**src/rtl/serial_cmd_pkg.sv**
```systemverilog
`default_nettype none
// ============================================================================
// Module   : serial_cmd_pkg
// Brief    : Shared state encoding, ASCII constants and hex helpers for the
//            serial command sequencer.
// Revision : 1.0  initial release
// ============================================================================
package serial_cmd_pkg;

  // Sequencer state encoding
  localparam logic [2:0] ST_IDLE    = 3'd0;
  localparam logic [2:0] ST_LOAD    = 3'd1;
  localparam logic [2:0] ST_ISSUE   = 3'd2;
  localparam logic [2:0] ST_WAIT_DP = 3'd3;
  localparam logic [2:0] ST_TX_HEX  = 3'd4;
  localparam logic [2:0] ST_TX_NL   = 3'd5;
  localparam logic [2:0] ST_TX_ERR  = 3'd6;

  // Protocol characters
  localparam logic [7:0] CH_H   = 8'h68;  // 'h' : start of command
  localparam logic [7:0] CH_G   = 8'h67;  // 'g' : go
  localparam logic [7:0] CH_NL  = 8'h0A;  // '\n': end of result line
  localparam logic [7:0] CH_ERR = 8'h3F;  // '?' : error reply

  // True for '0'-'9', 'a'-'f', 'A'-'F'
  function automatic logic is_hex(input logic [7:0] ch);
    return ((ch >= 8'h30) && (ch <= 8'h39)) ||
           ((ch >= 8'h61) && (ch <= 8'h66)) ||
           ((ch >= 8'h41) && (ch <= 8'h46));
  endfunction

  // ASCII hex digit to nibble; only meaningful when is_hex(ch) holds
  function automatic logic [3:0] hex2nib(input logic [7:0] ch);
    logic [7:0] v;
    v = 8'h00;
    if (ch <= 8'h39)      v = ch - 8'h30;
    else if (ch >= 8'h61) v = ch - 8'h57;
    else                  v = ch - 8'h37;
    return v[3:0];
  endfunction

  // Nibble to lowercase ASCII hex digit
  function automatic logic [7:0] nib2hex(input logic [3:0] nib);
    return (nib < 4'd10) ? (8'h30 + {4'h0, nib}) : (8'h57 + {4'h0, nib});
  endfunction

endpackage
`default_nettype wire

```
**src/rtl/tx_byte_sender.sv**
```systemverilog
`default_nettype none
// ============================================================================
// Module   : tx_byte_sender
// Brief    : Issues one-cycle new_tx_data strobes for a held send request.
//            A strobe is only issued when tx_busy is low and no strobe was
//            issued in the previous cycle; the enforced gap lets a
//            transmitter raise tx_busy one cycle late without being overrun.
// Revision : 1.0  initial release
// ============================================================================
module tx_byte_sender (
  input  logic       clk,
  input  logic       rst,          // asynchronous, active-low
  input  logic       req,          // byte_in is pending
  input  logic [7:0] byte_in,
  input  logic       tx_busy,
  output logic [7:0] tx_data,
  output logic       new_tx_data,
  output logic       accepted      // byte_in has been handed to the transmitter
);

  logic       r_strobe;
  logic [7:0] r_data;
  logic       w_fire;

  // Fire when a byte is pending, the transmitter is idle and the gap cycle has elapsed
  always_comb begin
    w_fire = req && !tx_busy && !r_strobe;
  end

  // Register strobe and data so the outputs are glitch-free and clear on reset
  always_ff @(posedge clk or negedge rst) begin
    if (!rst) begin
      r_strobe <= 1'b0;
      r_data   <= 8'h00;
    end else begin
      r_strobe <= w_fire;
      if (w_fire) begin
        r_data <= byte_in;
      end
    end
  end

  assign tx_data     = r_data;
  assign new_tx_data = r_strobe;
  // The request stays asserted through the strobe cycle; the gap rule blocks a repeat
  assign accepted    = r_strobe;

endmodule
`default_nettype wire

```
**src/rtl/serial_cmd_sequencer.sv**
```systemverilog
`default_nettype none
// ============================================================================
// Module   : serial_cmd_sequencer
// Brief    : Parses 'h' + NDIG hex digits + 'g' from the UART receiver, issues
//            the operand to the datapath, then returns the result as lowercase
//            ASCII hex followed by '\n' ('?' on parse error or timeout).
// Revision : 1.0  initial release
// ============================================================================
module serial_cmd_sequencer
  import serial_cmd_pkg::*;
#(
  parameter int DATA_W  = 32,
  parameter int TIMEOUT = 1024
) (
  input  logic              clk,
  input  logic              rst,          // asynchronous, active-low
  input  logic [7:0]        rx_data,
  input  logic              new_rx_data,
  output logic [7:0]        tx_data,
  output logic              new_tx_data,
  input  logic              tx_busy,
  output logic [DATA_W-1:0] dp_operand,
  output logic              dp_start,
  input  logic              dp_done,
  input  logic [DATA_W-1:0] dp_result,
  output logic [7:0]        ledout
);

  localparam int NDIG  = DATA_W / 4;
  localparam int CNT_W = $clog2(NDIG + 1);
  localparam int IDX_W = (NDIG > 1) ? $clog2(NDIG) : 1;

  localparam logic [CNT_W-1:0] NDIG_C     = CNT_W'(NDIG);
  localparam logic [IDX_W-1:0] IDX_LAST   = IDX_W'(NDIG - 1);
  // The ISSUE cycle already counts as the first cycle of the wait window
  localparam logic [15:0]      TIMER_LOAD = 16'(TIMEOUT - 1);

  logic [2:0]        r_state;
  logic [DATA_W-1:0] r_operand;
  logic [CNT_W-1:0]  r_count;
  logic [DATA_W-1:0] r_shift;
  logic [IDX_W-1:0]  r_idx;
  logic [15:0]       r_timer;
  logic              r_flag_drop;
  logic              r_flag_to;
  logic              r_flag_err;
  logic              r_dp_start;
  logic [DATA_W-1:0] r_dp_operand;

  logic              w_tx_req;
  logic [7:0]        w_tx_byte;
  logic              w_accepted;
  logic              w_busy;
  logic [3:0]        w_cnt_led;

  // Select the byte offered to the transmitter from the current TX state
  always_comb begin
    w_tx_req  = 1'b0;
    w_tx_byte = 8'h00;
    case (r_state)
      ST_TX_HEX: begin
        w_tx_req  = 1'b1;
        w_tx_byte = nib2hex(r_shift[DATA_W-1 -: 4]);
      end
      ST_TX_NL: begin
        w_tx_req  = 1'b1;
        w_tx_byte = CH_NL;
      end
      ST_TX_ERR: begin
        w_tx_req  = 1'b1;
        w_tx_byte = CH_ERR;
      end
      default: begin
        w_tx_req  = 1'b0;
        w_tx_byte = 8'h00;
      end
    endcase
  end

  tx_byte_sender u_tx_byte_sender (
    .clk         (clk),
    .rst         (rst),
    .req         (w_tx_req),
    .byte_in     (w_tx_byte),
    .tx_busy     (tx_busy),
    .tx_data     (tx_data),
    .new_tx_data (new_tx_data),
    .accepted    (w_accepted)
  );

  // Command parser, datapath handshake and reply sequencing
  always_ff @(posedge clk or negedge rst) begin
    if (!rst) begin
      r_state      <= ST_IDLE;
      r_operand    <= '0;
      r_count      <= '0;
      r_shift      <= '0;
      r_idx        <= '0;
      r_timer      <= '0;
      r_flag_drop  <= 1'b0;
      r_flag_to    <= 1'b0;
      r_flag_err   <= 1'b0;
      r_dp_start   <= 1'b0;
      r_dp_operand <= '0;
    end else begin
      r_dp_start <= 1'b0;
      case (r_state)
        ST_IDLE: begin
          if (new_rx_data && (rx_data == CH_H)) begin
            r_state     <= ST_LOAD;
            r_operand   <= '0;
            r_count     <= '0;
            r_flag_drop <= 1'b0;
            r_flag_to   <= 1'b0;
            r_flag_err  <= 1'b0;
          end
        end

        ST_LOAD: begin
          if (new_rx_data) begin
            if (rx_data == CH_H) begin
              r_operand <= '0;
              r_count   <= '0;
            end else if (rx_data == CH_G) begin
              if (r_count == NDIG_C) begin
                r_state <= ST_ISSUE;
              end else begin
                r_state    <= ST_TX_ERR;
                r_flag_err <= 1'b1;
              end
            end else if (is_hex(rx_data) && (r_count != NDIG_C)) begin
              r_operand <= (r_operand << 4) | DATA_W'(hex2nib(rx_data));
              r_count   <= r_count + 1'b1;
            end else begin
              // Non-hex byte, or a digit beyond the operand width
              r_state    <= ST_TX_ERR;
              r_flag_err <= 1'b1;
            end
          end
        end

        ST_ISSUE: begin
          r_dp_start   <= 1'b1;
          r_dp_operand <= r_operand;
          r_timer      <= TIMER_LOAD;
          r_state      <= ST_WAIT_DP;
        end

        ST_WAIT_DP: begin
          // Completion wins over expiry in the same cycle
          if (dp_done) begin
            r_shift <= dp_result;
            r_idx   <= IDX_LAST;
            r_state <= ST_TX_HEX;
          end else if (r_timer <= 16'd1) begin
            r_flag_to <= 1'b1;
            r_state   <= ST_TX_ERR;
          end else begin
            r_timer <= r_timer - 1'b1;
          end
        end

        ST_TX_HEX: begin
          if (w_accepted) begin
            r_shift <= r_shift << 4;
            if (r_idx == '0) begin
              r_state <= ST_TX_NL;
            end else begin
              r_idx <= r_idx - 1'b1;
            end
          end
        end

        ST_TX_NL, ST_TX_ERR: begin
          if (w_accepted) begin
            r_state <= ST_IDLE;
          end
        end

        default: begin
          r_state <= ST_IDLE;
        end
      endcase

      // Bytes arriving while a command is in flight are lost; remember that
      if (new_rx_data && (r_state != ST_IDLE) && (r_state != ST_LOAD)) begin
        r_flag_drop <= 1'b1;
      end
    end
  end

  // Status LEDs: sticky flags, busy indication and saturated digit count
  always_comb begin
    w_busy    = (r_state != ST_IDLE) && (r_state != ST_LOAD);
    w_cnt_led = (r_count > CNT_W'(15)) ? 4'hF : 4'(r_count);
    ledout    = {r_flag_drop, r_flag_to, r_flag_err, w_busy, w_cnt_led};
  end

  assign dp_operand = r_dp_operand;
  assign dp_start   = r_dp_start;

endmodule
`default_nettype wire

```
**config.mk**
```make
export PLATFORM = sky130hd
export DESIGN_NAME = serial_cmd_sequencer
export DESIGN_NICKNAME = d
export VERILOG_FILES = /design/src/rtl/serial_cmd_pkg.sv /design/src/rtl/tx_byte_sender.sv /design/src/rtl/serial_cmd_sequencer.sv
export SDC_FILE = /design/constraint.sdc
export NUM_CORES = 1
export LEC_CHECK = 0
export ABC_AREA = 1
export CAP_MARGIN = 20
export CORE_ASPECT_RATIO = 0.6
export CORE_MARGIN = 2
export CORE_UTILIZATION = 30
export CTS_CLUSTER_DIAMETER = 100
export DETAILED_ROUTE_END_ITERATION = 12
export GPL_TIMING_DRIVEN = 0
export SLEW_MARGIN = 0
export SYNTH_ARGS = -nofsm -noshare
export SYNTH_HDL_FRONTEND = slang
export SYNTH_SLANG_ARGS = --single-unit
```
**constraint.sdc**
```tcl
create_clock -name clk -period 2.3 [get_ports clk]
set_clock_uncertainty 0.15 [all_clocks]
set_input_delay 0.345 -clock clk [delete_from_list [all_inputs] [get_ports clk]]
set_output_delay 0.345 -clock clk [all_outputs]
set_load 0.1 [all_outputs]
```
# Word level (Yosys, flattened, before mapping)

Cells that the tools add are included.

Flip-flop bits (word level): 135
Output and inout bits: 50
Logic and storage cells: 149
Bits of input ports: 45

Reduce and logical (&&, ||, !) cells: 33
Order comparisons: 9
Multiplexer cells: 58
Equality and inequality tests: 27
Add/sub/neg operators: 8
Bitwise gates (word level): 1

Operators by type and width:

| operator                                                                            | count |
|---|---|
| 32-bit two-way mux                                                                  | 7 |
| 32-bit one-hot mux with 2 select lines                                              | 2 |
| 4-bit two-way mux                                                                   | 13 |
| 3-bit two-way mux                                                                   | 14 |
| 16-bit two-way mux                                                                  | 2 |
| 32-bit by 4-bit OR with 32-bit output                                               | 1 |
| 16-bit one-hot mux with 2 select lines                                              | 1 |
| 8-bit one-hot mux with 3 select lines                                               | 1 |
| 2-bit inequality test, second input constant                                        | 9 |
| 3-bit one-hot mux with 6 select lines                                               | 1 |
| 8-bit by 7-bit == test with 1-bit output, second input constant                     | 2 |
| 8-bit by 7-bit greater-or-equal comparator with 1-bit output, second input constant | 2 |
| 16-bit by 1-bit less-or-equal comparator with 1-bit output, second input constant   | 1 |
| 8-bit by 7-bit less-or-equal comparator with 1-bit output, second input constant    | 2 |
| 16-bit by 1-bit subtractor with 16-bit output, second input constant                | 1 |
| 3-bit inequality test, second input constant                                        | 5 |
| 1-bit two-way mux                                                                   | 12 |
| 2-bit nonzero test                                                                  | 6 |
| 1-bit logical AND                                                                   | 10 |
| 3-bit == test, second input constant                                                | 3 |
| 7-bit by 4-bit adder with 8-bit output, first input constant                        | 1 |
| 8-bit by 6-bit greater-or-equal comparator with 1-bit output, second input constant | 1 |
| 8-bit by 6-bit less-or-equal comparator with 1-bit output, second input constant    | 1 |
| 8-bit two-way mux                                                                   | 1 |
| 28 further kinds                                                                    | 37 |

# Longest topological paths before layout

Word-level depth: 16
Mapped depth: 13
Depth with buffers taken out: 12

# Hierarchy

A second synthesis with hierarchy kept.

Cell total of the unflattened synthesis: 857
Area total of the unflattened synthesis: 6760.2 um^2

By module, submodules not included:

| module               | area each (um^2) | instances | cells each |
|---|---|---|---|
| serial_cmd_sequencer | 6377.4           | 1         | 818 |
| tx_byte_sender       | 382.9            | 1         | 39 |

# Worst setup path after synthesis

OpenSTA, ideal clock, no wires.

Path kind: flip-flop to flip-flop
Start: register r_count[0]
End: register r_count[0]
Buffers on the path: 1
Cell stages (with the launch flop): 12
Data arrival time: 2.136 ns
Clock period less this slack: 2.409 ns
Slack: -0.109 ns
Cell sequence: dfrtp_1 -> inv_1 -> ha_1 -> nand3b_1 -> nand2_1 -> inv_1 -> nand2_1 -> nand2_1 -> nand2_4 -> buf_6 -> nand2_1 -> nand2_1

Word-level cells in the longest chain between the ends: 6
Elaborated cells between the ends (all ways): 10
Those cells by class: add/sub: 1; eq/ne: 2; mux: 5; reduce/logical: 2

Ends and longest elaborated chain:

| element                                | line                        | RTL |
|---|---|---|
| start: declaration                     | serial_cmd_sequencer.sv:40  | `logic [CNT_W-1:0] r_count;` |
| start signal: assignment               | serial_cmd_sequencer.sv:133 | `r_count <= r_count + 1'b1;` |
| 4-bit by 1-bit adder with 4-bit output | serial_cmd_sequencer.sv:133 |  |
| 4-bit two-way mux                      | serial_cmd_sequencer.sv:131 | `end else if (is_hex(rx_data) && (r_count != NDIG_C)) begin` |
| 4-bit two-way mux                      | serial_cmd_sequencer.sv:124 | `end else if (rx_data == CH_G) begin` |
| 4-bit two-way mux                      | serial_cmd_sequencer.sv:121 | `if (rx_data == CH_H) begin` |
| 4-bit two-way mux                      | serial_cmd_sequencer.sv:120 | `if (new_rx_data) begin` |
| 4-bit one-hot mux with 2 select lines  | serial_cmd_sequencer.sv:107 | `case (r_state)` |

Parallel ways exist; a longest one is shown, timed or not. The select of a mux whose other input is x is not followed.
A chain may end at the register's enable or synchronous reset.

# Final worst setup path

Start: register r_flag_drop
End: output port ledout[7]

RTL lines:

| element                  | line                        | RTL |
|---|---|---|
| start: declaration       | serial_cmd_sequencer.sv:44  | `logic r_flag_drop;` |
| start signal: assignment | serial_cmd_sequencer.sv:100 | `r_flag_drop <= 1'b0;` |
| start signal: assignment | serial_cmd_sequencer.sv:113 | `r_flag_drop <= 1'b0;` |
| start signal: assignment | serial_cmd_sequencer.sv:187 | `r_flag_drop <= 1'b1;` |
| end: declaration         | serial_cmd_sequencer.sv:26  | `output logic [7:0] ledout` |

No word-level cell between the ends.

==> summary by stage <==
CTS
The clock latency reported for the late side of the worst-skew pair is around 0.42 ns. The clock passes through at most 2 buffers. The clock drives 134 sinks. The clock tree root driver cell is clkbuf_16. TritonCTS built the clock tree. TritonCTS created 17 clock buffers. The register clock-pin slew on the reported worst setup and hold paths is 0.06 ns. The H-tree was split into 4 levels.

STA
The total count of hold-check failures in the final report is 0. The number of pins exceeding their max-slew limit in the final report is 0. For the final routed database, the setup TNS stands at 0 ns.

Subtracting the final worst setup slack from the clock period gives 2.24 ns. For this run, the top clock speed supported by timing is 447 MHz. Setup repair after global routing left no endpoint under its margin. Setup violations remaining at the end of the flow were counted as 0. At the pin with the least slew margin, the transition time is between 1 and 1.5 ns.

The fraction of the cycle the final worst path needs is ~100%. Headroom to the max-slew limit came out at 30.0%.

Logic synthesis
The number of distinct library cells after synthesis is 33. The post-synthesis net count is 891. The sequential share of the synthesized area is between 50 and 60%.

The post-synthesis area per instance is 7.95 µm². The number of cells produced by synthesis is 835. The number of register bits inferred by synthesis is 134. The synthesized design devotes to its leading area cell type 50.5% of total area. By area the synthesized netlist is led by dfrtp_1, nand2_1, nand3_1. The post-synth design cell area is between 6000 and 7000 µm². The number of warnings reported in the yosys synthesis log is 0.

Summed over all instances, the cell type with the most area after synthesis is dfrtp_1.

Placed design
The congestion estimate from routability-driven global placement came to 0.834. The count of port buffers added during placement is just over 90. Detailed placement ended at an HPWL of roughly 13000 µm. Once placement completed, the tool counted placed cells totaling 1215.

Cells and area
In the layout the commonest cells are nand2_1, dfrtp_1, inv_1. The number of antenna repair diodes is 0. Of the cells placed in the final design, the portion with a size suffix greater than 1 is 8.82%. Leaving out filler cells and counting taps, the final layout contains 1250. Leaving out fill and tap cells, the most frequent cell in the layout is nand2_1. The final standard cell utilization of the core is 39.1%. The number of nets at the end of the flow is ~1000. From synthesis to final layout, the design area changed by 28.9%.

The number of inserted filler cells in the final layout is 2275.

Die
After floorplanning, the core was sized to cover 21900 µm². The height of the die is 119 µm. For this configuration, the core starts out at a cell density of 30.4%. The floorplan step defined a die boundary enclosing around 23000 µm². The number of core rows is 42. The overall die width is 196 µm. For this design the top-level I/O count stands at 95.

Status
The flow ran to the end, and the final reports show no timing, DRC or antenna violations.

Drt
Dividing the detail-routed wire length by the instance count gives 14.1 µm. The detailed router put a total of 9630 µm of wire on met1. The detailed-routed wire length on met2 is 7000 µm. For this run, design rule violations remaining after detail routing come to 0.

Once detail routing completed, the nets flagged for antenna violations numbered 0. The routed wire length is 17700 µm. The highest layer used for signal routing is met4. The first detailed-routing pass took 6 iterations. The average vias per placed instance is 4.68. After detailed routing, the met3 layer carries 906 µm of wire. For this block, the via count after detailed routing is 5846. The number of design-rule violations left by the first detailed-router iteration is between 400 and 500.

Hold path
In this run the worst hold path is classified as in2async.

GRT
The first global-routing pass estimated about 30000 µm of wire. The overall routing resource usage is between 10% and 20%. The number of global-route vias before repair is 5614. The pin count of the biggest net entering global routing is 76. Global routing finished with a remaining overflow of 0.

The initial antenna violation count is 0.

Worst setup path
Data on the critical path arrives at its endpoint at 1.74 ns. The peak fanout along the critical path is 2. The startpoint kind of the worst setup timing path is a register.

STA classifies the critical path endpoint as an output pin. The start-to-end type of the worst setup path is reg2out. At the worst endpoint, the required time is 1.80 ns.

Power
The worst-case IR drop observed on VDD is 0.524 mV. For this design the ratio of total power to cell area is 1130 nW/µm². The cell leakage power is 0.00426 µW.

Job
The number of max-cap violations is 0.
==> logic make-up after synthesis <==
logic type / share of synthesized area [%]
simple gates: 24.9
buf+inv: 9.11
compound gates: 11.9
flops: 50.5
xor+xnor: 1.45
fa+ha+maj: 2.07
other cells: 0.0565
==> worst max-delay path, cell delays in order, from the launching register on <==
cell and delay (ns):
dfrtp_1 0.35, buf_4 0.10, dlygate4sd2_1 0.87
==> Yosys cell counts, drive strengths merged <==
library cell	count
a21oi	12
a22o	1
a22oi	2
a2bb2oi	2
buf	24
clkbuf	15
clkinv	1
conb	1
dfrtp	134
ha	11
inv	103
nand2	235
nand3	71
nand3b	4
nand4	6
nor2	77
nor3	6
o211ai	29
o21ai	89
o31ai	1
xnor2	3
xor2	8
==> worst paths after layout <==
check | startpoint | to | slack [ns] | depth (start not counted)
min reg2reg | r_operand[2]$_DFFE_PN0P_ | r_operand[2]$_DFFE_PN0P_ | 0.32 | 2
min in group clk | r_operand[2]$_DFFE_PN0P_ | r_operand[2]$_DFFE_PN0P_ | 0.32 | 2
max reg2reg | r_state[0]$_DFFE_PN0P_ | r_shift[22]$_DFFE_PN0P_ | 0.19 | 10
min | rst | dp_operand[5]$_DFFE_PN0P_ | 0.32 | 2
max | r_flag_drop$_DFFE_PN0P_ | ledout[7] | 0.06 | 2
max in group asynchronous | rst | r_state[1]$_DFFE_PN0P_ | 0.86 | 3
==> flip-flops by register name, indices dropped and copies added, names as in the netlist <==
name,cells
r_idx,3
u_tx_byte_sender.tx_data,7
r_timer,16
r_count,4
r_operand,32
u_tx_byte_sender.accepted,1
dp_start,1
r_flag_drop,1
r_state,3
dp_operand,32
r_flag_err,1
r_shift,32
r_flag_to,1
==> per-layer routing <==
| layer | track usage [%] | up-vias |
|---|---|---|
| met2 | 21.9 | 122 |
| met4 | 3.50 | 0 |
| li1 | - | 2922 |
| met3 | 3.57 | 8 |
| met1 | 25.7 | 2794 |
| met5 | 0 | - |
==> metrics by stage <==
step	power [µW]	hold WS (ns)	cell area, µm²	worst slack, ns
global placement	7000	0.303	7930	-5.52
finish	9690	0.320	8550	0.0615
global route	10400	0.342	8550	0.000874
CTS	9690	0.324	8500	0.00244
floorplan	5960	-0.101	6640	0.0973
detailed placement	7040	0.216	7960	-0.693
==> power by group <==
group	leakage [µW]	switching, µW	internal [µW]
sequential	0.00177	268	2840
clock	0.000268	1040	1580
combinational	0.00222	2800	1160
==> timing repair <==
| item | in CTS | in global routing |
|---|---|---|
| resized for setup | 55 | 17 |
| pin swaps | 2 | 0 |
| endpoints found under the hold margin | 59 | 0 |
| hold buffers | 1 | 0 |
| setup endpoints to repair | 98 | 86 |
| buffers inserted | 4 | 0 |
==> cell type report <==
class / instances / area (µm²) / share of cell area (%)
Buffer: 39 / 221 / 2.59
Clock buffer: 18 / 429 / 5.02
Timing Repair Buffer: 99 / 941 / 11.0
Multi-Input combinational cell: 558 / 2720 / 31.8
Inverter: 104 / 390 / 4.57
Clock inverter: 12 / 133 / 1.55
Tap cell: 286 / 358 / 4.18
Sequential cell: 134 / 3360 / 39.3
(Power assumes the default switching activity.)
